`src/rtl/cdb_arbiter_pkg.sv`:
```
// Shared constants for the CDB arbiter and its per-source FIFOs.
package cdb_arbiter_pkg;
  localparam int ROB_WIDTH = 4;
  localparam int DATA_W    = 32;
  // Producer indices on the src_* vectors
  localparam int SRC_ALU   = 0;
  localparam int SRC_LSB   = 1;
  localparam int SRC_BR    = 2;
endpackage

```
`src/rtl/cdb_src_fifo.sv`:
```
// Small per-producer result FIFO; the count register separates full from empty.
module cdb_src_fifo #(
  parameter int DEPTH = 2,
  parameter int WIDTH = 36
) (
  input  logic             clk_in,
  input  logic             rst_in,
  input  logic             push_i,
  input  logic             pop_i,
  input  logic             flush_i,
  input  logic [WIDTH-1:0] din_i,
  output logic [WIDTH-1:0] head_o,
  output logic             empty_o,
  output logic             full_o
);
  localparam int AW = (DEPTH > 1) ? $clog2(DEPTH) : 1;

  logic [WIDTH-1:0] mem_q [DEPTH];
  logic [AW-1:0]    rd_q, wr_q;
  logic [AW:0]      cnt_q;
  logic             do_push, do_pop;

  assign empty_o = (cnt_q == '0);
  assign full_o  = (cnt_q == (AW+1)'(DEPTH));
  assign head_o  = mem_q[rd_q];
  // Guards keep the FIFO consistent even if a caller misbehaves
  assign do_push = push_i & ~full_o & ~flush_i;
  assign do_pop  = pop_i & ~empty_o & ~flush_i;

  // Pointer and occupancy update; flush wins over push/pop
  always_ff @(posedge clk_in or posedge rst_in) begin
    if (rst_in) begin
      rd_q  <= '0;
      wr_q  <= '0;
      cnt_q <= '0;
    end else if (flush_i) begin
      rd_q  <= '0;
      wr_q  <= '0;
      cnt_q <= '0;
    end else begin
      if (do_push) wr_q <= wr_q + 1'b1;
      if (do_pop)  rd_q <= rd_q + 1'b1;
      if (do_push && !do_pop)      cnt_q <= cnt_q + 1'b1;
      else if (do_pop && !do_push) cnt_q <= cnt_q - 1'b1;
    end
  end

  // Storage needs no reset: occupancy decides what is valid
  always_ff @(posedge clk_in) begin
    if (do_push) mem_q[wr_q] <= din_i;
  end
endmodule

```
`src/rtl/cdb_arbiter.sv`:
```
// Round-robin arbiter from producer FIFOs onto one registered common data bus.
module cdb_arbiter
  import cdb_arbiter_pkg::*;
#(
  parameter int ROB_WIDTH  = cdb_arbiter_pkg::ROB_WIDTH,
  parameter int N_SRC      = 3,
  parameter int FIFO_DEPTH = 2
) (
  input  logic                      clk_in,
  input  logic                      rst_in,
  input  logic                      rdy_in,
  input  logic                      clear_signal,
  input  logic [N_SRC-1:0]          src_valid,
  input  logic [DATA_W*N_SRC-1:0]   src_value,
  input  logic [ROB_WIDTH*N_SRC-1:0] src_tag,
  output logic [N_SRC-1:0]          src_ready,
  output logic                      cdb_valid,
  output logic [DATA_W-1:0]         cdb_value,
  output logic [ROB_WIDTH-1:0]      cdb_tag
);
  localparam int EW = DATA_W + ROB_WIDTH;
  localparam int PW = (N_SRC > 1) ? $clog2(N_SRC) : 1;

  logic [N_SRC-1:0] empty, full, push, pop;
  logic [EW-1:0]    head [N_SRC];
  logic             flush, grant;
  logic [PW-1:0]    win;

  logic [PW-1:0]        rr_ptr_q, rr_ptr_d;
  logic                 valid_q, valid_d;
  logic [DATA_W-1:0]    value_q, value_d;
  logic [ROB_WIDTH-1:0] tag_q, tag_d;

  // Ready depends only on FIFO state and the stall, never on src_valid
  assign src_ready = {N_SRC{rdy_in}} & ~full;
  assign push      = src_valid & src_ready & {N_SRC{~clear_signal}};
  assign flush     = rdy_in & clear_signal;

  for (genvar g = 0; g < N_SRC; g++) begin : g_src
    cdb_src_fifo #(.DEPTH(FIFO_DEPTH), .WIDTH(EW)) u_fifo (
      .clk_in  (clk_in),
      .rst_in  (rst_in),
      .push_i  (push[g]),
      .pop_i   (pop[g]),
      .flush_i (flush),
      .din_i   ({src_value[DATA_W*g +: DATA_W], src_tag[ROB_WIDTH*g +: ROB_WIDTH]}),
      .head_o  (head[g]),
      .empty_o (empty[g]),
      .full_o  (full[g])
    );
  end

  // Pick the first non-empty FIFO scanning from rr_ptr; build next bus state
  always_comb begin
    grant    = 1'b0;
    win      = '0;
    pop      = '0;
    rr_ptr_d = rr_ptr_q;
    valid_d  = 1'b0;
    value_d  = value_q;
    tag_d    = tag_q;
    for (int k = 0; k < N_SRC; k++) begin
      int idx;
      idx = int'(rr_ptr_q) + k;
      if (idx >= N_SRC) idx = idx - N_SRC;
      if (!grant && !empty[idx]) begin
        grant = 1'b1;
        win   = PW'(idx);
      end
    end
    // A flush discards this edge's grant; rr_ptr holds
    if (grant && !clear_signal) begin
      pop[win] = rdy_in;
      valid_d  = 1'b1;
      value_d  = head[win][EW-1:ROB_WIDTH];
      tag_d    = head[win][ROB_WIDTH-1:0];
      rr_ptr_d = (win == PW'(N_SRC-1)) ? '0 : win + 1'b1;
    end
  end

  // Bus and pointer registers; a stall freezes everything
  always_ff @(posedge clk_in or posedge rst_in) begin
    if (rst_in) begin
      rr_ptr_q <= PW'(SRC_ALU);
      valid_q  <= 1'b0;
      value_q  <= '0;
      tag_q    <= '0;
    end else if (rdy_in) begin
      rr_ptr_q <= rr_ptr_d;
      valid_q  <= valid_d;
      value_q  <= value_d;
      tag_q    <= tag_d;
    end
  end

  assign cdb_valid = valid_q;
  assign cdb_value = value_q;
  assign cdb_tag   = tag_q;
endmodule

```
`config.mk`:
```
export PLATFORM = sky130hd
export DESIGN_NAME = cdb_arbiter
export DESIGN_NICKNAME = d
export VERILOG_FILES = /design/src/rtl/cdb_arbiter_pkg.sv /design/src/rtl/cdb_src_fifo.sv /design/src/rtl/cdb_arbiter.sv
export SDC_FILE = /design/constraint.sdc
export NUM_CORES = 1
export LEC_CHECK = 0
export ABC_AREA = 1
export BUFFER_PORTS_ARGS = -buffer_cell sky130_fd_sc_hd__buf_2
export CAP_MARGIN = 10
export CELL_PAD_IN_SITES_DETAIL_PLACEMENT = 1
export CELL_PAD_IN_SITES_GLOBAL_PLACEMENT = 1
export CORE_MARGIN = 3
export CORE_UTILIZATION = 35
export CTS_BUF_LIST = sky130_fd_sc_hd__clkbuf_8
export DETAILED_ROUTE_END_ITERATION = 7
export GPL_TIMING_DRIVEN = 1
export PLACE_DENSITY_LB_ADDON = 0.1
export SYNTH_ARGS = -nofsm -noshare
export SYNTH_HDL_FRONTEND = slang
export SYNTH_SLANG_ARGS = --single-unit
```
`constraint.sdc`:
```
create_clock -name clk_in -period 3.31 [get_ports clk_in]
set_input_delay 0 -clock clk_in [delete_from_list [all_inputs] [get_ports clk_in]]
set_output_delay 0 -clock clk_in [all_outputs]
set_load 0.03 [all_outputs]
```
==> impl_metrics.tcl, run 1 <==
set metrics [dict create \
    status "finished, final reports clean" \
    clk_pin_slew_ns 0.06 \
    core_um2 29900 \
    clock_latency_ns 0.56 \
    tns_ns 0 \
    slowest_delay_ns 0.58 \
    synthCells 861 \
    dp.cells 1388 \
    fin_skew_ns 0.0269 \
    chipWidth_um 181 \
    die-area_um2 32700 \
    ys_warn_count 0 \
    final-hold-violation-count 0 \
    worstHoldStart "src_valid[0]" \
    pre_cts_ws_ns 0.650 \
    final_nets 1277 \
    pin_count 155 \
    synth_area_per_cell_um2 12.4 \
    synth_cell_types 30 \
    ys_seq_elements 267 \
    antenna_cells 0 \
    ir_worst_vdd_v 0.000427 \
    cp_data_required_time_ns 3.55 \
    power_leakage_nw 5.71 \
    cp_slowest_cell "dlygate4sd3_1" \
    asyncSetResetFlopFracSynth 0.191 \
    final_cell_mix "277 x nand2_1, 216 x edfxtp_1, 154 x buf_2, 114 x dlygate4sd3_1, 59 x a21oi_1" \
    routed_wl_um 30100 \
    worstReg2RegEnd "g_src[2].u_fifo.mem_q[1][27]" \
    area_growth_pct 31.7 \
    yosys.area_share.simple 0.149 \
    clock_path_buffers 3 \
    track_usage 0.186 \
    seq_power_share 0.397 \
    place_hpwl_um 18600 \
    clkSinkCount 267 \
    synth.mux.area_fraction 0.0355 \
    mostFrequentLayoutCell "nand2_1" \
    grt_overflow 0 \
    rr_worst_depth 7 \
    drv_slew 0 \
    finalCriticalPeriod_ns 2.69 \
    htreeDepth 2 \
    p_int_mw 6.92 \
    hold_slack_ns 0.0449 \
    arrival_ns 2.92 \
    drtIter0Drc 332 \
    slew-limit-headroom 0.397 \
    cts_tree "yes" \
    seq_area_frac_synth 0.725 \
    start_kind "flop" \
    min_path_type "primary input to flop" \
    synthFlopType "edfxtp_1" \
    synth-edff-count 216 \
    gp_routability_congestion 0.780 \
    num_rows 63 \
    synthAdderAreaFrac 0.00234 \
    fill_cells 3180 \
    cp_cell_sequence "inv_1, a21oi_1, nand3_1, dlygate4sd3_1, buf_4, nor2_4, buf_12" \
    num_vias 7549 \
    clock_tree.root_cell "clkbuf_8" \
    r2r_slack_ns 0.62 \
    min_to "g_src[0].u_fifo.wr_q" \
    r2r_start "g_src[2].u_fifo.cnt_q[0]" \
    critPathKind "flop to flop" \
    power_frac_clock 0.273 \
    viasPerCell 4.75 \
    grt_max_degree 39 \
    initial_core_util 0.358 \
    synthXorXnorAreaFrac 0.00164 \
    rsz0062_at_grt "false" \
    fmax_mhz 372 \
    hold_depth 3 \
    avgRoutedWirePerCell_um 19.0 \
    crit_start "g_src[2].u_fifo.cnt_q[0]" \
    grt_pass1_vias 8250 \
    synth_top_family_by_area "simple AND/OR/NAND/NOR gates" \
    switchingPower_mw 4.11 \
    worst_slew_pin_slew_ns 0.903 \
    die_y_um 181 \
    multiInputGateArea_um2 2660 \
    numCtsBuffers 46 \
    post-cts-setup-buffer-count 0 \
    drv_cap 0 \
    antenna_left 0 \
    remaining_drc_errors 0 \
    cp_max_fo 25 \
    fin_crit_sh 0.811 \
    first_pass_iters 4 \
    fin_ws_ns 0.625 \
    powerDensity_nw_per_um2 782 \
    finalSetupViolations 0 \
    instances_no_fill 1588 \
    drive_gt1_frac 0.222 \
    synth_nets 978 \
    p_comb_frac 0.330 \
    grt_pass1_wl_um 47000 \
    antenna_found_initial 0 \
    io_buffer_count 154 \
    worstSetupEndpointType "flop" \
    netSwitchingFraction 0.373 \
    seq_area_um2 7770 \
    synth_compound_area_frac 0.0556 \
    syn_area_um2 10700 \
]
-- metal layers --
metal | vias to the layer above | share of wire | track usage
met1 | 3742 | 0.44 | 0.242
met5 | - | 0 | 0
met2 | 183 | 0.49 | 0.316
li1 | 3582 | - | -
met3 | 42 | 0.044 | 0.0358
met4 | 0 | 0.021 | 0.0540
-- what timing repair did --
item                      4_1_cts  5_1_grt
hold endpoints to repair      256        0
gates resized for setup         0        0
hold buffers                  114        0
-- cells in the mapped netlist, types with 2 or more instances --
cell type  instances  area [µm²]
a21oi_1           59         295
buf_2              6        30.0
buf_4              4        30.0
buf_6              3        33.8
clkbuf_1          20        75.1
dfrtp_1           51        1280
edfxtp_1         216        6490
ha_1               2        25.0
inv_1             37         139
inv_2              4        15.0
mux2i_1           38         380
nand2_1          277        1040
nand2_2            4        25.0
nand2_4            4        45.0
nand3_1           14        70.1
nand3_4            2        35.0
nand3b_1          19         143
nand4_1           11        68.8
nor2_1            36         135
nor2_2             2        12.5
o21a_1            20         150
o21ai_0           16        80.1
o21ai_1            9        45.0
-- critical path: cells and delay by family (launching register included) --
kind | cells | cell delay, ns
DFF | 1 | 0.47
AOI/OAI and AO/OA | 1 | 0.23
and+or+nand+nor | 2 | 0.53
buffers and inverters | 4 | 1.12
-- sequential cells by signal (all words and copies together), names as in the netlist --
register and count:
rr_ptr_q 2, cdb_value 32, g_src.u_fifo.mem_q 216, g_src.u_fifo.wr_q 3, cdb_tag 4, g_src.u_fifo.cnt_q 6
g_src.u_fifo.rd_q 3, cdb_valid 1
-- stage by stage --
step | total power, mW | instance area, µm² | utilization
2_1_floorplan | 6.89 | 10700 | -
3_3_place_gp | 8.01 | 12000 | 0.402
3_5_place_dp | 8.05 | 12000 | 0.402
4_1_cts | 11.2 | 14100 | 0.472
5_1_grt | 11.8 | 14100 | 0.472
6_report | 11.0 | 14100 | 0.472
-- power by group through the flow --
stage | sequential (mW) | combinational (mW) | clock (mW)
after floorplan | 4.73 | 2.16 | 0
after global placement | 4.46 | 3.55 | 0
after detailed placement | 4.46 | 3.60 | 0
after CTS | 4.39 | 3.71 | 3.10
after global routing | 4.44 | 4.10 | 3.26
final | 4.38 | 3.64 | 3.01
-- kinds of logic (layout without fill, tap and decap cells) --
group                    Yosys count  after routing
AO/OA/AOI/OAI                    106            106
AND/OR/NAND/NOR                  371            371
adder cells (fa/ha/maj)            2              2
flip-flops                       267            267
multiplexers                      38             38
XOR/XNOR                           2              2
buffers and inverters             75            412
-- final cells by class --
type / count / share of cell area
clock buffers: 55 / 0.0537
clock inverters: 31 / 0.0132
inverters: 42 / 0.0114
multi-input cells: 519 / 0.189
flip-flops and latches: 267 / 0.551
well taps: 390 / 0.0346
repair buffers: 284 / 0.148
-- worst max-delay path by stage --
stage / to / slack, ns / cells past startpoint
6_report: g_src[2].u_fifo.mem_q[1][27] / 0.62 / 7
4_1_cts: g_src[2].u_fifo.mem_q[1][27] / 0.60 / 7
3_5_place_dp: g_src[2].u_fifo.cnt_q[0] / 0.65 / 15
3_3_place_gp: g_src[2].u_fifo.cnt_q[0] / 0.70 / 15
5_1_grt: g_src[2].u_fifo.cnt_q[0] / 0.34 / 15
2_1_floorplan: g_src[1].u_fifo.mem_q[1][0] / 0.008 / 4
(Power assumes the default switching activity.)
==> inputs of run 2 (changes only) <==
Settings changed: ABC_AREA 1 to 0.
Clock period 3.31 ns to 2.35 ns, I/O delays scaled along.
==> impl_metrics.tcl, run 2 <==
set metrics [dict create \
    status "finished, final reports clean" \
    antenna_left 0 \
    power_leakage_nw 5.32 \
    track_usage 0.181 \
    cts_tree "yes" \
    remaining_drc_errors 0 \
    yosysTopAreaCell "edfxtp_1" \
    first_pass_iters 6 \
    grt_pass1_wl_um 45400 \
    synth_nets 764 \
    start_kind "flop" \
    p_comb_frac 0.380 \
    seq_area_frac_synth 0.731 \
    synthAdderAreaFrac 0.00330 \
    grt_use_met3 0.0337 \
    rsz0062_at_grt "true" \
    cp_slowest_cell "or4_4" \
    worstSetupEndpointType "flop" \
    slowest_delay_ns 0.58 \
    largest_register_ffs 216 \
    top_register "g_src.u_fifo.mem_q" \
    clock_tree.root_cell "clkbuf_8" \
    die-area_um2 32500 \
    synthCells 647 \
    synthFlopType "edfxtp_1" \
    slew-limit-headroom 0.492 \
    ys_seq_elements 267 \
    clock_path_buffers 3 \
    powerDensity_nw_per_um2 1140 \
    num_vias 6922 \
    min_path_type "primary input to async pin" \
    cp_max_fo 10 \
    switchingPower_mw 5.83 \
    grt_max_degree 41 \
    synth_area_leaders "edfxtp_1 61%, dfrtp_1 12%, mux2_2 11%" \
    finalCriticalPeriod_ns 2.20 \
    grt_pass1_vias 7909 \
    arrival_ns 2.63 \
    yosysMostFrequentCell "edfxtp_1" \
    die_y_um 180 \
    num_rows 63 \
    dp.cells 1184 \
    finalSetupViolations 0 \
    p_int_mw 10.4 \
    synth-edff-count 216 \
    tns_ns 0 \
    cp_cell_sequence "or4_4, a2111o_1, and3_4, a221o_1, o311ai_1" \
    synthXorXnorAreaFrac 0.00330 \
    synth_top_family_by_area "multiplexers" \
    crit_buf_inv 0 \
    final_util 0.478 \
    htreeDepth 2 \
    final_cell_mix "216 x edfxtp_1, 154 x buf_2, 115 x dlygate4sd3_1, 108 x mux2_2, 55 x clkbuf_8" \
    grtUsageMet1 0.226 \
    io_buffer_count 154 \
    area_growth_pct 34.0 \
    antenna_cells 0 \
    yosys.area_share.simple 0.0383 \
    pin_count 155 \
    synth_cell_types 51 \
    numCtsBuffers 45 \
    final_nets 1075 \
    power_frac_clock 0.241 \
    netSwitchingFraction 0.358 \
    ir_worst_vdd_v 0.000648 \
    critPathKind "flop to flop" \
    fmax_mhz 455 \
    gp_routability_congestion 0.913 \
    instances_no_fill 1385 \
    asyncSetResetFlopFracSynth 0.191 \
    chipWidth_um 180 \
    mostFrequentLayoutCell "edfxtp_1" \
    final-hold-violation-count 0 \
    clkSinkCount 267 \
    ys_warn_count 0 \
    cp_data_required_time_ns 2.78 \
    syn_area_um2 10600 \
    gr-usage-met2 0.319 \
    worst_slew_pin_slew_ns 0.760 \
    clock_latency_ns 0.55 \
    initial_core_util 0.357 \
    viasPerCell 5.00 \
    synth_common_cells "216 x edfxtp_1, 108 x mux2_2, 51 x dfrtp_1" \
    synth_top_area_frac 0.611 \
    synth_compound_area_frac 0.0850 \
    drv_slew 0 \
    fin_skew_ns 0.0161 \
    place_hpwl_um 18600 \
    finalInstanceArea_um2 14200 \
    synth.mux.area_fraction 0.114 \
    avgRoutedWirePerCell_um 21.3 \
    drtIter0Drc 505 \
    core_um2 29800 \
    drv_cap 0 \
    clk_pin_slew_ns 0.07 \
    busiest_layer "met2" \
    synth_area_per_cell_um2 16.4 \
    antenna_found_initial 0 \
    grt_overflow 0 \
    place_area_um2 12100 \
    seq_power_share 0.379 \
    crit_family "compound AO/OA/AOI/OAI gates" \
    fin_crit_sh 0.935 \
    fill_cells 2957 \
    drive_gt1_frac 0.388 \
    routed_wl_um 29500 \
]
-- run 2: changes by cell type in the layout (fill, tap and decap cells not counted), moves of 14 or more --
cell / before / now
nand2_1: 277 / 10
mux2_2: 0 / 108
mux2i_1: 38 / 0
a222oi_1: 0 / 36
o21a_1: 20 / 1
a21oi_1: 59 / 41
nand3b_1: 19 / 1
buf_4: 12 / 28
inv_1: 45 / 31
-- run 2: metal layers --
metal	wire length (µm)	share of wire	vias to the layer above
met5	0	0	-
met4	812	0.028	0
met3	1380	0.047	59
met2	14800	0.50	201
met1	12500	0.42	3481
li1	-	-	3181
-- run 2: through the flow --
| stage | power (mW) | hold slack (ns) | setup slack (ns) |
|---|---|---|---|
| after detailed placement | 12.2 | 0.193 | -0.0825 |
| after CTS | 16.3 | 0.126 | 0.00538 |
| after global routing | 17.2 | 0.150 | -0.0288 |
| final | 16.3 | 0.135 | 0.153 |
| after global placement | 11.9 | 0.179 | 0.0924 |
| after floorplan | 9.90 | 0.0989 | -0.499 |
-- run 2: final timing paths --
path                                                     end  slack, ns  cells past startpoint                      from
worst max-delay path                g_src[2].u_fifo.cnt_q[1]       0.15                      5  g_src[1].u_fifo.cnt_q[0]
worst min-delay path                g_src[0].u_fifo.cnt_q[1]       0.14                      3                    rst_in
worst max register to register      g_src[2].u_fifo.cnt_q[1]       0.15                      5  g_src[1].u_fifo.cnt_q[0]
worst min register to register                     cdb_valid       0.48                      1                 cdb_valid
max in group asynchronous                       cdb_value[5]       1.43                      4                    rst_in
min in group clk_in             g_src[0].u_fifo.mem_q[0][23]       0.18                      2             src_value[19]
-- run 2: cell families (layout without fill, tap and decap cells) --
group	Yosys count	count (layout)
XOR/XNOR	4	4
buffers and inverters	55	403
flip-flops	267	267
multiplexers	108	108
AND/OR/NAND/NOR	89	89
adder cells (fa/ha/maj)	3	3
AO/OA/AOI/OAI	121	121
-- run 2: cell type report --
class | count | area [µm²] | share of cell area
Clock buffer | 55 | 757 | 0.0532
Sequential cell | 267 | 7770 | 0.546
Multi-Input combinational cell | 325 | 2720 | 0.191
Inverter | 11 | 41.3 | 0.00290
Tap cell | 390 | 488 | 0.0343
Clock inverter | 29 | 123 | 0.00862
Timing Repair Buffer | 308 | 2330 | 0.164
-- run 2: repair_timing --
action / 4_1_cts / 5_1_grt
pin swaps: 0 / 3
buffers inserted: 0 / 2
endpoints found under the setup margin: 23 / 37
endpoints found under the hold margin: 254 / 0
hold buffers: 115 / 0
gates resized for setup: 2 / 9
-- run 2: worst min-delay path, cell delays in order --
cell	delay, ns
dlygate4sd3_1	0.53
buf_2	0.12
inv_2	0.54
-- run 2: power groups by stage --
| stage | clock (mW) | combinational [mW] | sequential, mW |
|---|---|---|---|
| floorplan | 0 | 3.20 | 6.70 |
| global placement | 0 | 5.69 | 6.24 |
| detailed placement | 0 | 5.89 | 6.27 |
| CTS | 4.08 | 6.08 | 6.19 |
| global route | 4.30 | 6.68 | 6.26 |
| finish | 3.93 | 6.18 | 6.17 |
